==> src/rtl/inst_loader.sv <==
// Program loader: turns a host byte stream (count, big-endian words, XOR checksum)
// into instruction-memory writes and releases the CPU once the checksum matches.
module inst_loader #(
  parameter int ADDR_WIDTH    = 8,
  parameter int DATA_WIDTH    = 16,
  parameter bit HOLD_AT_RESET = 1'b1
) (
  input  logic                  clk,
  input  logic                  reset_n,
  input  logic                  start,
  input  logic [7:0]            rx_data,
  input  logic                  rx_valid,
  output logic                  rx_ready,
  output logic                  mem_we,
  output logic [ADDR_WIDTH-1:0] mem_addr,
  output logic [DATA_WIDTH-1:0] mem_wdata,
  output logic                  cpu_hold,
  output logic                  done,
  output logic                  error,
  output logic [ADDR_WIDTH:0]   words_loaded
);

  localparam int CW = ADDR_WIDTH + 1;

  typedef enum logic [2:0] {
    S_IDLE, S_COUNT, S_HI, S_LO, S_CHECK, S_DONE, S_ERROR
  } state_t;

  state_t                state_q, state_d;
  logic                  rx_ready_q, rx_ready_d;
  logic                  mem_we_q, mem_we_d;
  logic [ADDR_WIDTH-1:0] mem_addr_q, mem_addr_d;
  logic [DATA_WIDTH-1:0] mem_wdata_q, mem_wdata_d;
  logic                  cpu_hold_q, cpu_hold_d;
  logic                  done_q, done_d;
  logic                  error_q, error_d;
  logic [CW-1:0]         words_loaded_q, words_loaded_d;
  logic [CW-1:0]         count_q, count_d;
  logic [7:0]            hi_q, hi_d;
  logic [7:0]            csum_q, csum_d;
  logic                  xfer;

  assign xfer = rx_valid & rx_ready_q;

  always_comb begin
    state_d        = state_q;
    rx_ready_d     = rx_ready_q;
    mem_we_d       = 1'b0;
    mem_addr_d     = mem_addr_q;
    mem_wdata_d    = mem_wdata_q;
    cpu_hold_d     = cpu_hold_q;
    done_d         = done_q;
    error_d        = error_q;
    words_loaded_d = words_loaded_q;
    count_d        = count_q;
    hi_d           = hi_q;
    csum_d         = csum_q;

    case (state_q)
      S_IDLE, S_DONE, S_ERROR: begin
        if (start) begin
          state_d        = S_COUNT;
          rx_ready_d     = 1'b1;
          cpu_hold_d     = 1'b1;
          done_d         = 1'b0;
          error_d        = 1'b0;
          words_loaded_d = '0;
          csum_d         = '0;
        end
      end
      S_COUNT: begin
        if (xfer) begin
          // A zero count byte means a full memory image.
          count_d = (rx_data == 8'd0) ? {1'b1, {ADDR_WIDTH{1'b0}}} : CW'(rx_data);
          state_d = S_HI;
        end
      end
      S_HI: begin
        if (xfer) begin
          hi_d    = rx_data;
          csum_d  = csum_q ^ rx_data;
          state_d = S_LO;
        end
      end
      S_LO: begin
        if (xfer) begin
          mem_we_d       = 1'b1;
          mem_addr_d     = words_loaded_q[ADDR_WIDTH-1:0];
          mem_wdata_d    = DATA_WIDTH'({hi_q, rx_data});
          csum_d         = csum_q ^ rx_data;
          words_loaded_d = words_loaded_q + CW'(1);
          state_d        = (words_loaded_d == count_q) ? S_CHECK : S_HI;
        end
      end
      S_CHECK: begin
        if (xfer) begin
          rx_ready_d = 1'b0;
          if (rx_data == csum_q) begin
            state_d    = S_DONE;
            done_d     = 1'b1;
            cpu_hold_d = 1'b0;
          end else begin
            state_d    = S_ERROR;
            error_d    = 1'b1;
            cpu_hold_d = 1'b1;
          end
        end
      end
      default: state_d = S_IDLE;
    endcase
  end

  always_ff @(posedge clk) begin
    if (!reset_n) begin
      state_q        <= S_IDLE;
      rx_ready_q     <= 1'b0;
      mem_we_q       <= 1'b0;
      mem_addr_q     <= '0;
      mem_wdata_q    <= '0;
      cpu_hold_q     <= HOLD_AT_RESET;
      done_q         <= 1'b0;
      error_q        <= 1'b0;
      words_loaded_q <= '0;
      count_q        <= '0;
      hi_q           <= '0;
      csum_q         <= '0;
    end else begin
      state_q        <= state_d;
      rx_ready_q     <= rx_ready_d;
      mem_we_q       <= mem_we_d;
      mem_addr_q     <= mem_addr_d;
      mem_wdata_q    <= mem_wdata_d;
      cpu_hold_q     <= cpu_hold_d;
      done_q         <= done_d;
      error_q        <= error_d;
      words_loaded_q <= words_loaded_d;
      count_q        <= count_d;
      hi_q           <= hi_d;
      csum_q         <= csum_d;
    end
  end

  assign rx_ready     = rx_ready_q;
  assign mem_we       = mem_we_q;
  assign mem_addr     = mem_addr_q;
  assign mem_wdata    = mem_wdata_q;
  assign cpu_hold     = cpu_hold_q;
  assign done         = done_q;
  assign error        = error_q;
  assign words_loaded = words_loaded_q;

endmodule
==> config.mk <==
export PLATFORM = sky130hd
export DESIGN_NAME = inst_loader
export DESIGN_NICKNAME = d
export VERILOG_FILES = /design/src/rtl/inst_loader.sv
export SDC_FILE = /design/constraint.sdc
export NUM_CORES = 1
export LEC_CHECK = 0
export BUFFER_PORTS_ARGS = -buffer_cell sky130_fd_sc_hd__clkbuf_2
export CAP_MARGIN = 25
export CORE_MARGIN = 2
export CORE_UTILIZATION = 60
export CTS_BUF_LIST = sky130_fd_sc_hd__clkbuf_8
export CTS_CLUSTER_SIZE = 16
export DETAILED_ROUTE_END_ITERATION = 10
export HOLD_SLACK_MARGIN = 0.06
export PLACE_DENSITY = 0.87
export SLEW_MARGIN = 20
export SYNTH_ARGS = -nofsm -noshare
export SYNTH_HDL_FRONTEND = slang
export SYNTH_SLANG_ARGS = --single-unit
==> constraint.sdc <==
create_clock -name clk -period 4 [get_ports clk]
set_input_delay 0.4 -clock clk [delete_from_list [all_inputs] [get_ports clk]]
set_output_delay 0.4 -clock clk [all_outputs]
set_load 0.01 [all_outputs]
After elaboration in Yosys (flattened, before gate mapping):

Index checks and enable logic that the tools add are counted.

* add/sub/neg operators: 1
* multiply operators: 0
* div/mod/pow operators: 0
* magnitude comparators: 0
* equality and inequality tests: 16
* shift-type cells: 0
* mux-type cells: 29
* bitwise gates (word level): 2
* reductions and logical operators: 17

Operator list (count)
* 9-bit 2-to-1 mux: 3
* 3-bit 2-to-1 mux: 6
* 9-bit one-hot mux with 2 select lines: 1
* 8-bit 2-to-1 mux: 2
* 8-bit one-hot mux with 2 select lines: 1
* 3-bit one-hot mux with 5 select lines: 1
* 2-bit != test (second input constant): 7
* 1-bit 2-to-1 mux: 10
* 9-bit by 1-bit adder with 9-bit output (second input constant): 1
* 3-bit == test (second input constant): 3
* 9-bit == test: 1
* 3-bit AND reduction: 3
* 8-bit == test: 1
* 8-bit logical NOT: 1
* 1-bit one-hot mux with 2 select lines: 4
* 2-bit AND reduction: 4
* 4-bit AND reduction: 2
* 8-bit XOR: 1
* 3-bit by 2-bit == test with 1-bit output (second input constant): 2
* 2-bit nonzero test: 3
* 5-bit AND reduction: 1
* 3-bit by 1-bit == test with 1-bit output (second input constant): 1
* 3-bit logical NOT: 1
* 3-bit OR reduction: 1
* other kinds (4): 4

* register bits after elaboration: 66
* bits in latches: 0
* memory bits (writable): 0
* memory bits (read-only): 0
* input bits: 12
* output and inout bits: 38
* memories: 0

Depth between registers and ports, before layout:

* depth after elaboration: 5
* mapped depth: 8
* gate-level depth less buffers: 6

Worst setup path after synthesis:

OpenSTA, ideal clock, no wires.

* kind: register to register
* start point: register words_loaded_q[1], in the netlist words_loaded[1]
* end point: register state_q[1]
* setup time: 0.122 ns
* arrival time: 1.809 ns
* data required time: 3.878 ns
* setup slack: 2.069 ns
* stages on the path, launching flop included: 8
* path buffers: 1
* period minus slack after synthesis: 1.931 ns
* path through: dfxtp_1 -> ha_1 -> clkbuf_1 -> and3_1 -> and3_1 -> xnor2_1 -> nand4_1 -> a311o_1

* cells in the longest elaborated chain, start to end: 5

Ends and longest elaborated chain
* start, declared: line 37 `logic [CW-1:0] words_loaded_q, words_loaded_d;`
* start signal, assigned: line 136 `words_loaded_q <= words_loaded_d;`
* 9-bit by 1-bit adder with 9-bit output: line 91 `words_loaded_d = words_loaded_q + CW'(1);`
* 9-bit == test: line 92 `state_d = (words_loaded_d == count_q) ? S_CHECK : S_HI;`
* 3-bit 2-to-1 mux: line 92
* 3-bit 2-to-1 mux: line 86 `if (xfer) begin`
* 3-bit one-hot mux with 5 select lines: line 59 `case (state_q)`
* end signal, assigned: line 128 `state_q <= state_d;`
* end, declared: line 29 `state_t state_q, state_d;`

Every way passes these cells. The select of a mux whose other input is x is not followed.
A chain may end at the register's enable or synchronous reset.

Final worst setup path:

* start point: register state_q[1]
* end point: register hi_q[2]

* cells in the longest elaborated chain, start to end: 2

Ends and longest elaborated chain
* 3-bit by 2-bit == test with 1-bit output: line 59
* 2-bit AND reduction (no source line)
* end signal, assigned: line 138 `hi_q <= hi_d;`
* end, declared: line 39 `logic [7:0] hi_q, hi_d;`

Every way passes these cells.

==> summary.md <==
| Metric | Value |
|---|---|
| Synth area leaders | dfxtp_1, a21boi_0, nand2_1 |
| Synthesized cell area | 0.003228 mm2 |
| Share of layout cells above drive strength 1 | 16.95% |
| Top FF cell, synth | dfxtp_1 |
| Max-cap violation count | 0 |
| Num rows | 26 |
| Io pins | 50 |
| Mapped Nets | around 400 |
| Final Hold Viols | 0 |
| Vias in the first global route | 2527 |
| Wire per inst | ~15 um |
| Synth Instances | between 300 and 400 |
| Leakage | between 0.001 and 0.0015 uW |
| Synth-to-Final Area Change | 13.76% |
| CTS root buffer | clkbuf_8 |
| DRT iter0 DRCs | approximately 130 |
| Die area | 0.005983 mm2 |
| Measured slew at the worst slew-check pin | ~0.60 ns |
| Final min period | around 2.1 ns |
| Fin nets | ~430 |
| Setup Skew | roughly 0.0072 ns |
| Final cycle utilization of the critical path | 52.61% |
| Global route total overflow | 0 |
| Resize count post-CTS | 0 |
| Htree depth | 3 |
| Most frequent cells in the layout | dfxtp_1, nand2_1, clkbuf_2 |
| RSZ-0062 raised after global routing | no |
| Setup TNS | 0 ns |
| Post-synthesis sequential area ratio | between 40% and 50% |
| Clock Sink Count | 66 |
| Relative slew slack | between 60% and 70% |
| CTS buffer count | 9 |
| Synth top area share | between 40% and 50% |
| Clk_lat worst skew | approximately 0.34 ns |
| CP max FO | 17 |
| Hold buffer count at cts | 0 |
| DRC | 0 |
| Antenna violations before repair | 0 |
| Most common cell after layout, fill and taps aside | dfxtp_1 |
| Setup violators final | 0 |
| First-pass GRT wire length | around 12 mm |
| WP data arrival | 2.34 ns |
| Max Slew Vio Count | 0 |
| Synth Register Bits | 66 |
| Die height | 77.35 um |
| # port buffers | between 40 and 50 |
| Core Util, Final | a little under three quarters |
| Clock slew at reported path FFs | around 0.070 ns |
| PwrDens | roughly 360 mW/mm2 |
| Startpoint types | flop |
| Largest net degree at the start of global routing | roughly 70 |
| CTS max path bufs | 2 |
| TritonCTS clock tree | done |
| Ys Warns | 0 |
| DP Wirelength | approximately 4.7 mm |
| Vias per cell | ~5.7 |
| Peak VDD IR | ~0.22 mV |
| Setup repair bufs after CTS | 0 |
| GRT Resource Usage Total | 24.70% |
| Status | finished clean |
| Leading area contributor after synthesis | dfxtp_1 |
| Crit end category | flop |
| Hold WC Path Type | input pin to flop |
| DR vias | 2778 |
| Initial Util | between 60% and 70% |
| Drt pass-1 iters | 4 |
| CP Class | flop to flop |
| Number of synthesized flops with an enable pin | 0 |
| RePlAce Congestion | ~0.84 |
| ANT nets after route | 0 |
| Synth cell types | 44 |
| ANT cells | 0 |
| Die X | 77.35 um |
| Fmax | 0.4752 GHz |
| WL final | 7.245 mm |
| Core footprint | ~0.0051 mm2 |
| Share of flip-flops with an asynchronous set or reset | 0% |
| Worst EP required | between 4 and 5 ns |
| Mapped Avg Cell Area | roughly 8.4 um2 |
==> area by class of cell <==
cell class | count | area (um2)
clock buffers | 10 | 137.6
flip-flops and latches | 66 | 1321
repair buffers | 52 | 287.8
well taps | 70 | 87.58
inverters | 3 | 11.26
multi-input cells | 282 | 1760
clock inverters | 6 | 66.31
fillers | 411 | 1468
==> registers in the layout (all words and copies together), names as in the netlist <==
name          flops
cpu_hold          1
mem_we            1
count_q           9
error             1
csum_q            8
state_q           3
mem_addr          8
done              1
words_loaded      9
hi_q              8
mem_wdata        16
rx_ready          1
==> metal layers <==
layer  vias to the layer above  track usage (%)  share of wire [%]
li1                       1379                -                  -
met1                      1314            31.90                 44
met2                        76            40.52                 49
met3                         9            4.302                6.0
met4                         0            11.07               0.97
met5                         -                0                  0
==> synthesized netlist by cell type (all sizes together) (2+ instances only) <==
library cell and number:
a21oi 9, nand2b 2, buf 11, a21boi 42, nand3 8, and2 3
nor3 5, nand2 59, and3 6, nor2 21, mux2i 15, inv 3
nand3b 13, nand4 3, o21ai 22, o211ai 2, dfxtp 66, o31ai 3
xor2 6, and3b 3, nor4 5, xnor2 14, o21bai 3, or3 5
nor2b 19, clkbuf 21
==> metrics by stage <==
| stage | area [um2] | worst slack, ns | power, uW | std cells | hold slack (ns) |
|---|---|---|---|---|---|
| 4_1_cts | 3645 | 1.936 | 1326 | 488 | 0.3982 |
| 2_1_floorplan | 3228 | 2.069 | 744.6 | 383 | 0.4403 |
| 5_1_grt | 3672 | 1.790 | 1367 | 489 | 0.4086 |
| 3_3_place_gp | 3441 | 2.038 | 761.8 | 472 | 0.4514 |
| 6_report | 3672 | 1.896 | 1319 | 489 | 0.4027 |
| 3_5_place_dp | 3441 | 1.953 | 763.5 | 472 | 0.4618 |
==> final timing paths <==
| kind | endpoint | depth (start not counted) | startpoint | slack (ns) |
|---|---|---|---|---|
| setup reg to reg | hi_q[2] | 4 | state_q[1] | 1.90 |
| hold reg to reg | mem_addr[1] | 2 | mem_addr[1] | 0.46 |
| hold / removal | mem_wdata[1] | 3 | rx_data[1] | 0.40 |
| setup / recovery | hi_q[2] | 4 | state_q[1] | 1.90 |
==> where the power goes <==
| group | internal [uW] | switching, uW | total (uW) |
|---|---|---|---|
| logic | 32.1 | 47.8 | 79.8 |
| registers | 662 | 9.97 | 672 |
| clock network | 304 | 263 | 567 |
| total | 998 | 321 | 1320 |
==> worst max-delay path, cell delays in order (launching register included) <==
cell,delay [ns]
dfxtp_1,0.66
nand2_1,0.39
nor3_4,0.56
mux2i_1,0.31
nor2b_1,0.07
==> logic make-up (layout without fill, tap and decap cells) <==
group                    count (synthesis)  count (layout)  share of synthesized area (%)
adder cells (fa/ha/maj)                  1               1                         0.3875
XOR/XNOR                                20              20                          5.426
flip-flops                              66              66                          40.93
multiplexers                            15              15                          4.651
buffers and inverters                   35              71                          4.690
AND/OR/NAND/NOR                        155             155                          24.69
AO/OA/AOI/OAI                           91              91                          19.23
(Power assumes the default switching activity.)
